### src/rtl/pipeline_hazard_controller.sv
// pipeline_hazard_controller
//   Sequences the IF/ID, ID/EX, EX/MA and MA/WB buffers and the PC. It handles
//   three kinds of hazard:
//     - load-use in decode: inserts one bubble.
//     - taken branch/jump resolved in EX: flushes fetch for BRANCH_PENALTY cycles.
//     - multi-cycle data-memory access in MA: freezes the whole pipe.
//   It also keeps a saturating count of the cycles in which the PC was held.
// Ports:
//   clk, rst              rising-edge clock, synchronous active-high reset
//   id_rs1/id_rs2         decode source registers, id_uses_rs1/2 read flags
//   ex_rd, ex_is_load,    EX destination and instruction kind
//   ex_reg_write
//   ex_branch_taken       taken branch/jump resolved in EX this cycle
//   ma_mem_req/ready      MA data-memory handshake
//   pc_en, *_en           PC and buffer load enables (combinational)
//   if_id/id_ex_flush     load a NOP bubble into the buffer
//   ctrl_state            FSM state (RUN=0, LOAD_STALL=1, MEM_WAIT=2, FLUSH=3)
//   stall_cycles          saturating count of cycles with pc_en=0
module pipeline_hazard_controller #(
    parameter int REG_W          = 5,
    parameter int BRANCH_PENALTY = 2
) (
    input  logic             clk,
    input  logic             rst,
    input  logic [REG_W-1:0] id_rs1,
    input  logic [REG_W-1:0] id_rs2,
    input  logic             id_uses_rs1,
    input  logic             id_uses_rs2,
    input  logic [REG_W-1:0] ex_rd,
    input  logic             ex_is_load,
    input  logic             ex_reg_write,
    input  logic             ex_branch_taken,
    input  logic             ma_mem_req,
    input  logic             ma_mem_ready,
    output logic             pc_en,
    output logic             if_id_en,
    output logic             id_ex_en,
    output logic             ex_ma_en,
    output logic             ma_wb_en,
    output logic             if_id_flush,
    output logic             id_ex_flush,
    output logic [1:0]       ctrl_state,
    output logic [15:0]      stall_cycles
);

    typedef enum logic [1:0] {
        RUN        = 2'd0,
        LOAD_STALL = 2'd1,
        MEM_WAIT   = 2'd2,
        FLUSH      = 2'd3
    } state_t;

    localparam logic [3:0] FLUSH_LOAD = 4'(BRANCH_PENALTY - 1);

    state_t     state, state_nx;
    logic [3:0] fcnt, fcnt_nx;
    // Set when MEM_WAIT was entered from FLUSH, so the remaining
    // fetch-flush cycles resume once memory completes.
    logic       resume_flush, resume_nx;

    logic mem_stall, load_use;
    logic mode_flush, freeze, lu_eff;

    assign mem_stall = ma_mem_req & ~ma_mem_ready;
    assign load_use  = ex_is_load & ex_reg_write & (ex_rd != '0) &
                       ((id_uses_rs1 & (id_rs1 == ex_rd)) |
                        (id_uses_rs2 & (id_rs2 == ex_rd)));

    always_comb begin
        // Flush-mode arms apply in FLUSH, and in MEM_WAIT if it was entered from FLUSH.
        mode_flush = (state == FLUSH) || ((state == MEM_WAIT) && resume_flush);
        // In MEM_WAIT only the ready flag matters; the request is known to be pending.
        freeze     = (state == MEM_WAIT) ? ~ma_mem_ready : mem_stall;
        // LOAD_STALL suppresses load_use so each load costs exactly one bubble.
        // During a fetch flush, decode holds a bubble and cannot cause a hazard.
        lu_eff     = load_use && (state != LOAD_STALL) && !mode_flush;

        pc_en       = 1'b1;
        if_id_en    = 1'b1;
        id_ex_en    = 1'b1;
        ex_ma_en    = 1'b1;
        ma_wb_en    = 1'b1;
        if_id_flush = 1'b0;
        id_ex_flush = 1'b0;
        state_nx    = RUN;
        fcnt_nx     = fcnt;
        resume_nx   = 1'b0;

        if (rst) begin
            pc_en       = 1'b0;
            if_id_en    = 1'b0;
            id_ex_en    = 1'b0;
            ex_ma_en    = 1'b0;
            ma_wb_en    = 1'b0;
            if_id_flush = 1'b1;
            id_ex_flush = 1'b1;
            fcnt_nx     = '0;
        end else if (freeze) begin
            pc_en     = 1'b0;
            if_id_en  = 1'b0;
            id_ex_en  = 1'b0;
            ex_ma_en  = 1'b0;
            ma_wb_en  = 1'b0;
            state_nx  = MEM_WAIT;
            resume_nx = mode_flush;
        end else if (ex_branch_taken) begin
            if_id_flush = 1'b1;
            id_ex_flush = 1'b1;
            if (BRANCH_PENALTY > 1) begin
                fcnt_nx  = FLUSH_LOAD;
                state_nx = FLUSH;
            end
        end else if (mode_flush) begin
            if_id_flush = 1'b1;
            fcnt_nx     = (fcnt != '0) ? fcnt - 4'd1 : '0;
            state_nx    = (fcnt > 4'd1) ? FLUSH : RUN;
        end else if (lu_eff) begin
            pc_en       = 1'b0;
            if_id_en    = 1'b0;
            id_ex_flush = 1'b1;
            state_nx    = LOAD_STALL;
        end
    end

    always_ff @(posedge clk) begin
        if (rst) begin
            state        <= RUN;
            fcnt         <= '0;
            resume_flush <= 1'b0;
            stall_cycles <= '0;
        end else begin
            state        <= state_nx;
            fcnt         <= fcnt_nx;
            resume_flush <= resume_nx;
            if (!pc_en && stall_cycles != 16'hFFFF)
                stall_cycles <= stall_cycles + 16'd1;
        end
    end

    assign ctrl_state = state;

endmodule

### config.mk
export PLATFORM = sky130hd
export DESIGN_NAME = pipeline_hazard_controller
export DESIGN_NICKNAME = d
export VERILOG_FILES = /design/src/rtl/pipeline_hazard_controller.sv
export SDC_FILE = /design/constraint.sdc
export NUM_CORES = 1
export LEC_CHECK = 0
export BUFFER_PORTS_ARGS = -buffer_cell sky130_fd_sc_hd__clkbuf_2
export CORE_ASPECT_RATIO = 1.1
export CORE_UTILIZATION = 40
export DETAILED_ROUTE_END_ITERATION = 16
export GPL_ROUTABILITY_DRIVEN = 0
export MAX_ROUTING_LAYER = met4
export PLACE_DENSITY = 0.66
export SYNTH_ARGS = -nofsm -noshare
export SYNTH_HDL_FRONTEND = slang
export SYNTH_SLANG_ARGS = --single-unit
### constraint.sdc
create_clock -name clk -period 2.3 [get_ports clk]
set_clock_uncertainty 0.05 [all_clocks]
set_input_delay 0.345 -clock clk [delete_from_list [all_inputs] [get_ports clk]]
set_output_delay 0.345 -clock clk [all_outputs]
set_load 0.05 [all_outputs]
# Word level (Yosys, flattened, before mapping)
# Index checks and enable logic that the tools add are counted.
dict set report word_totals {
  mem_count 0
  output_inout_bits 25
  mem_bits_rw 0
  rom_bits 0
  ff_bits 23
  wordCells 61
  latchBits 0
  inputBits 24
}
dict set report classes {
  n_reduce_logical 13
  bitwise 9
  n_lt_le_gt_ge 1
  add_sub_neg 2
  mux 25
  mul 0
  n_eq_ne 6
  n_div 0
  shifts 0
}
# operator count
set op_table {}
lappend op_table {{$mux 1} 18}
lappend op_table {{$add 16x1->16 const B} 1}
lappend op_table {{$ne 16x16->1 const B} 1}
lappend op_table {{$mux 4} 3}
lappend op_table {{$eq 5x5->1} 2}
lappend op_table {{$mux 2} 4}
lappend op_table {{$and 1x1->1} 6}
lappend op_table {{$reduce_bool 5->1} 1}
lappend op_table {{$eq 2x2->1 const B} 2}
lappend op_table {{$gt 4x1->1 const B} 1}
lappend op_table {{$logic_and 1x1->1} 4}
lappend op_table {{$reduce_bool 4->1} 1}
lappend op_table {{$reduce_or 2->1} 2}
lappend op_table {{$sub 4x1->4 const B} 1}
lappend op_table {{$logic_not 1->1} 2}
lappend op_table {{$ne 2x1->1 const B} 1}
lappend op_table {{$not 1->1} 2}
lappend op_table {{$reduce_and 2->1} 1}
lappend op_table {{$reduce_bool 2->1} 1}
lappend op_table {{$logic_or 1x1->1} 1}
lappend op_table {{$or 1x1->1} 1}

# Depth between registers and ports, before layout
dict set report depth {
  depth_word 13
  mapped_depth 9
  depth_no_buf 6
}

# Least setup slack after synthesis
# OpenSTA, ideal clock, no wires.
dict set report synth_timing {
  kind {flip-flop to output port}
  startpoint {reg state[0] (netlist: ctrl_state[0])}
  endpoint {out pc_en}
  path_buffers 4
  t_required_ps 1905
  arrival_time_ps 2989
  path_slack_ps -1084
  path_stages_with_launch 9
  cell_sequence {dfxtp_1 > nor2b_1 > o21bai_1 > nor2b_1 > o31a_1 > buf_6 > buf_6 > buf_2 > buf_4}
}
dict set report synth_between {
  elab_chain_len 10
  word_cells_on_any_way 14
  classes_between {eq/ne (3); mux (6); reduce/logical (5)}
}
# item line_no
set synth_lines {}
lappend synth_lines {{from (decl)} 55} ;# state_t state, state_nx;
lappend synth_lines {{from (signal assigned)} 132} ;# state <= state_nx;
lappend synth_lines {{$eq 2x2->1} {71, 73}}
lappend synth_lines {{$logic_and 1x1->1} 71} ;# mode_flush = (state == FLUSH) || ((state == MEM_WAIT) && resume_flush);
lappend synth_lines {{$logic_or 1x1->1} 71}
lappend synth_lines {{$logic_not 1->1} 76} ;# lu_eff = load_use && (state != LOAD_STALL) && !mode_flush;
lappend synth_lines {{$logic_and 1x1->1} 76}
lappend synth_lines {{$mux 1 (3 in series)} --}
lappend synth_lines {{$mux 1 * (2 in series)} --}
lappend synth_lines {{to (decl)} 35} ;# output logic pc_en,
# Mark *: on every way between the ends. The rest lies on a longest branch, timed or not.

# Worst setup path after layout
dict set report layout_timing {
  startpoint {in ex_rd[3]}
  endpoint {out if_id_en}
}
dict set report layout_between {
  elab_chain_len 11
  word_cells_on_any_way 15
  classes_between {eq/ne (2); mux (5); bitwise (5); reduce/logical (3)}
}
# item line_no
set layout_lines {}
lappend layout_lines {{from (decl)} 29} ;# input logic [REG_W-1:0] ex_rd,
lappend layout_lines {{$eq 5x5->1, on equally long branches} {66, 67}}
lappend layout_lines {{$and 1x1->1, on equally long branches} {66, 67}}
lappend layout_lines {{$or 1x1->1} 66} ;# ((id_uses_rs1 & (id_rs1 == ex_rd)) |
lappend layout_lines {{$and 1x1->1 *} 65} ;# assign load_use = ex_is_load & ex_reg_write & (ex_rd != '0) &
lappend layout_lines {{$logic_and 1x1->1 * (2 in series)} 76}
lappend layout_lines {{$mux 1 *} 117} ;# end else if (lu_eff) begin
lappend layout_lines {{$mux 1 *} 113} ;# end else if (mode_flush) begin
lappend layout_lines {{$mux 1 *} 106} ;# end else if (ex_branch_taken) begin
lappend layout_lines {{$mux 1 *} 98} ;# end else if (freeze) begin
lappend layout_lines {{$mux 1 *} 89} ;# if (rst) begin
lappend layout_lines {{to (decl)} 36} ;# output logic if_id_en,
# Marks and branches as above.

==> results.toml <==
[floorplan]
core_um2 = 3150
ioPinCount = 49
die_w_um = 57.9
placementRows = 21
initial_core_util_pct = 43.7
dieArea_um2 = 3680
die_h_um = 63.5

[route]
ant_nets = 0
wirelength_um = 3220
via_per_inst = 5.53
num_vias = 1383
dr.first_iter.drc_count = 43
wire_per_inst_um = 12.9
drc = 2
drtPass1Iterations = 12

[worst_setup_path]
critical_path_depth = 8
worstSetupPathType = "primary input to output pin"
r2r_end = "stall_cycles[9]"
cp.required_ns = 1.90
crit_buf_inv = 4
endpoint = "if_id_en"
crit_chain = "clkbuf_2, xor2_1, nor4_2, a32oi_1, o31a_1, buf_6, buf_4, buf_12"
crit_path_max_incr_delay_ns = 0.32
rrSetupSlack_ns = 0.24
crit_slowest_cell = "o31a_1"
start_kind = "primary input"
path_max_fanout = 8
critPathLaunch = "ex_rd[3]"
worst_setup_path_end_kind = "output pin"
crit_arrival_ns = 1.80
crit-reg2reg-launch = "stall_cycles[0]"
r2r_cells = 6
critPathTopFamily = "buffers and inverters"

[cts]
clock_latency_ns = 0.30
clock_sinks = 23
numCtsBuffers = 3
root_buffer = "clkbuf_4"
path_clk_slew_ns = 0.12
cts_tree = "yes"
cts.path.max_buffers = 2
cts.htree.levels = 1

[sta]
tightest_slew_ns = 0.432
slew_violations = 0
setup_viol = 0
slew_headroom_pct = 71.0
min_period_ns = 2.20
finalWorstSetupSlack_ns = 0.101
timing.final.crit_share_pct = 95.6
rsz0062_at_grt = "no"
fmax_mhz = 455
finalHoldViolations = 0
setup-tns-final_ns = 0

[yosys]
avgSynthCellArea_um2 = 8.55
synth_nets = 186
yosysUniqueCellTypes = 44
synthFlopType = "dfxtp_1"
synth_area_um2 = 1380
netlist_instances = 161
netlist.area_leader.share_pct = 33.5
synth_edf_count = 0
ys_top_cells_by_area = "dfxtp_1, a21oi_1, xor2_1"
ys_seq_area_share_pct = 33.5
synthArstFlopShare_pct = 0
yosysWarningCount = 0
synth_top_cell_by_area = "dfxtp_1"
synth-seq-cells = 23

[final_layout]
layout_common_cells = "clkbuf_2, dfxtp_1, a21oi_1, buf_4, nor2_1"
layout.cells.non_filler = 250
area_delta_synth_final_pct = 31.3
final_common_cell = "clkbuf_2"
fillerInstances = 312
num_antenna_cells = 0
drive_gt1_share_pct = 39.4
nets = 242

[power_and_ir_drop]
leakagePower_nw = 0.727
irDropWorstVdd_mv = 0.195
swShare_pct = 31.1
p_int_mw = 0.559
power_frac_comb_pct = 25.8
pwr-share-clk_pct = 22.9
powerDensity_nw_per_um2 = 449
seqPwrFrac_pct = 51.2
switchingPower_mw = 0.253

[outcome]
run_status = "finished with violations"
violations = "design-rule violations"

[global_routing]
grt_usage_pct = 18.4
grt_pass1_wl_um = 5270
gr-total-overflow = 0
grt_pass1_vias = 1238
antenna_found_initial = 0
grt_max_degree = 30

[placement]
dpl.cell_count = 239
dpl_worst_slack_ns = -0.124
port_buffers = 48
dp_hpwl_um = 2410

[run]
drv_cap = 0

[min_path]
holdCritPathClass = "primary input to register"
==> through the flow <==
stage / hold WS (ns) / area, um2 / power [mW] / utilization, %
5_1_grt: 0.238 / 1810 / 0.857 / 57.3
3_5_place_dp: 0.440 / 1710 / 0.618 / 54.3
6_report: 0.256 / 1810 / 0.811 / 57.3
3_3_place_gp: 0.426 / 1710 / 0.613 / 54.3
2_1_floorplan: 0.424 / 1420 / 0.560 / -
4_1_cts: 0.271 / 1750 / 0.811 / 55.5
==> cells by family after synthesis <==
logic type | Yosys count | synth area share, %
buf+inv | 14 | 5.91
xor+xnor | 10 | 6.36
fa+ha+maj | 1 | 0.909
flops | 23 | 33.5
compound gates | 40 | 17.8
simple gates | 68 | 31.5
mux | 5 | 4.09
==> timing repair <==
action                     4_1_cts  5_1_grt
hold buffers                     0        0
gates resized for setup          1        2
cloned                           0        0
pin swaps                        0        1
setup endpoints to repair        1        2
buffers inserted                 1        6
==> registers in the layout, summed over array words and instances, names as in the netlist <==
| signal | cells |
|---|---|
| resume_flush | 1 |
| ctrl_state | 2 |
| fcnt | 4 |
| stall_cycles | 16 |
==> power by group through the flow <==
stage	registers [mW]	logic [mW]	clock network [mW]
final	0.416	0.209	0.186
after floorplan	0.445	0.115	0
after global placement	0.424	0.189	0
after CTS	0.416	0.197	0.198
after global routing	0.418	0.223	0.216
after detailed placement	0.425	0.193	0
==> final cells by class <==
class | count | area, um2 | share of cell area, %
Timing Repair Buffer | 63 | 399 | 22.1
Inverter | 2 | 7.51 | 0.416
Multi-Input combinational cell | 124 | 857 | 47.4
Clock buffer | 4 | 26.3 | 1.45
Sequential cell | 23 | 474 | 26.2
Tap cell | 34 | 42.5 | 2.35
==> cell usage after synthesis (4+ instances only) <==
cell type,count
dfxtp_1,23
nor2b_1,7
o31ai_1,7
o21ai_0,7
a21oi_1,14
or4_1,9
xor2_1,8
nand2_1,9
or3_1,4
nor2_1,11
nand3_1,6
mux2_2,4
clkbuf_1,4
==> how the worst min path moves through the flow <==
stage                    start         endpoint  depth (start not counted)
2_1_floorplan          fcnt[2]          fcnt[2]                          2
3_3_place_gp   stall_cycles[4]  stall_cycles[4]                          2
3_5_place_dp   stall_cycles[3]  stall_cycles[3]                          2
4_1_cts           ma_mem_ready     resume_flush                          3
5_1_grt           ma_mem_ready     resume_flush                          3
6_report          ma_mem_ready     resume_flush                          3
==> metal layers <==
layer,GRT usage (%),vias to the layer above,share of wire (%)
li1,-,702,-
met2,32.8,28,54
met4,6.85,0,1.2
met5,-,-,0
met3,2.05,6,3.0
met1,20.7,647,42
==> tightest hold or removal path, delay by kind of cell <==
kind                   cells  cell delay (ns)
buffers and inverters      1             0.07
and+or+nand+nor            1             0.05
AOI/OAI and AO/OA          1             0.11
No activity file was read; power rests on OpenSTA's default activity.
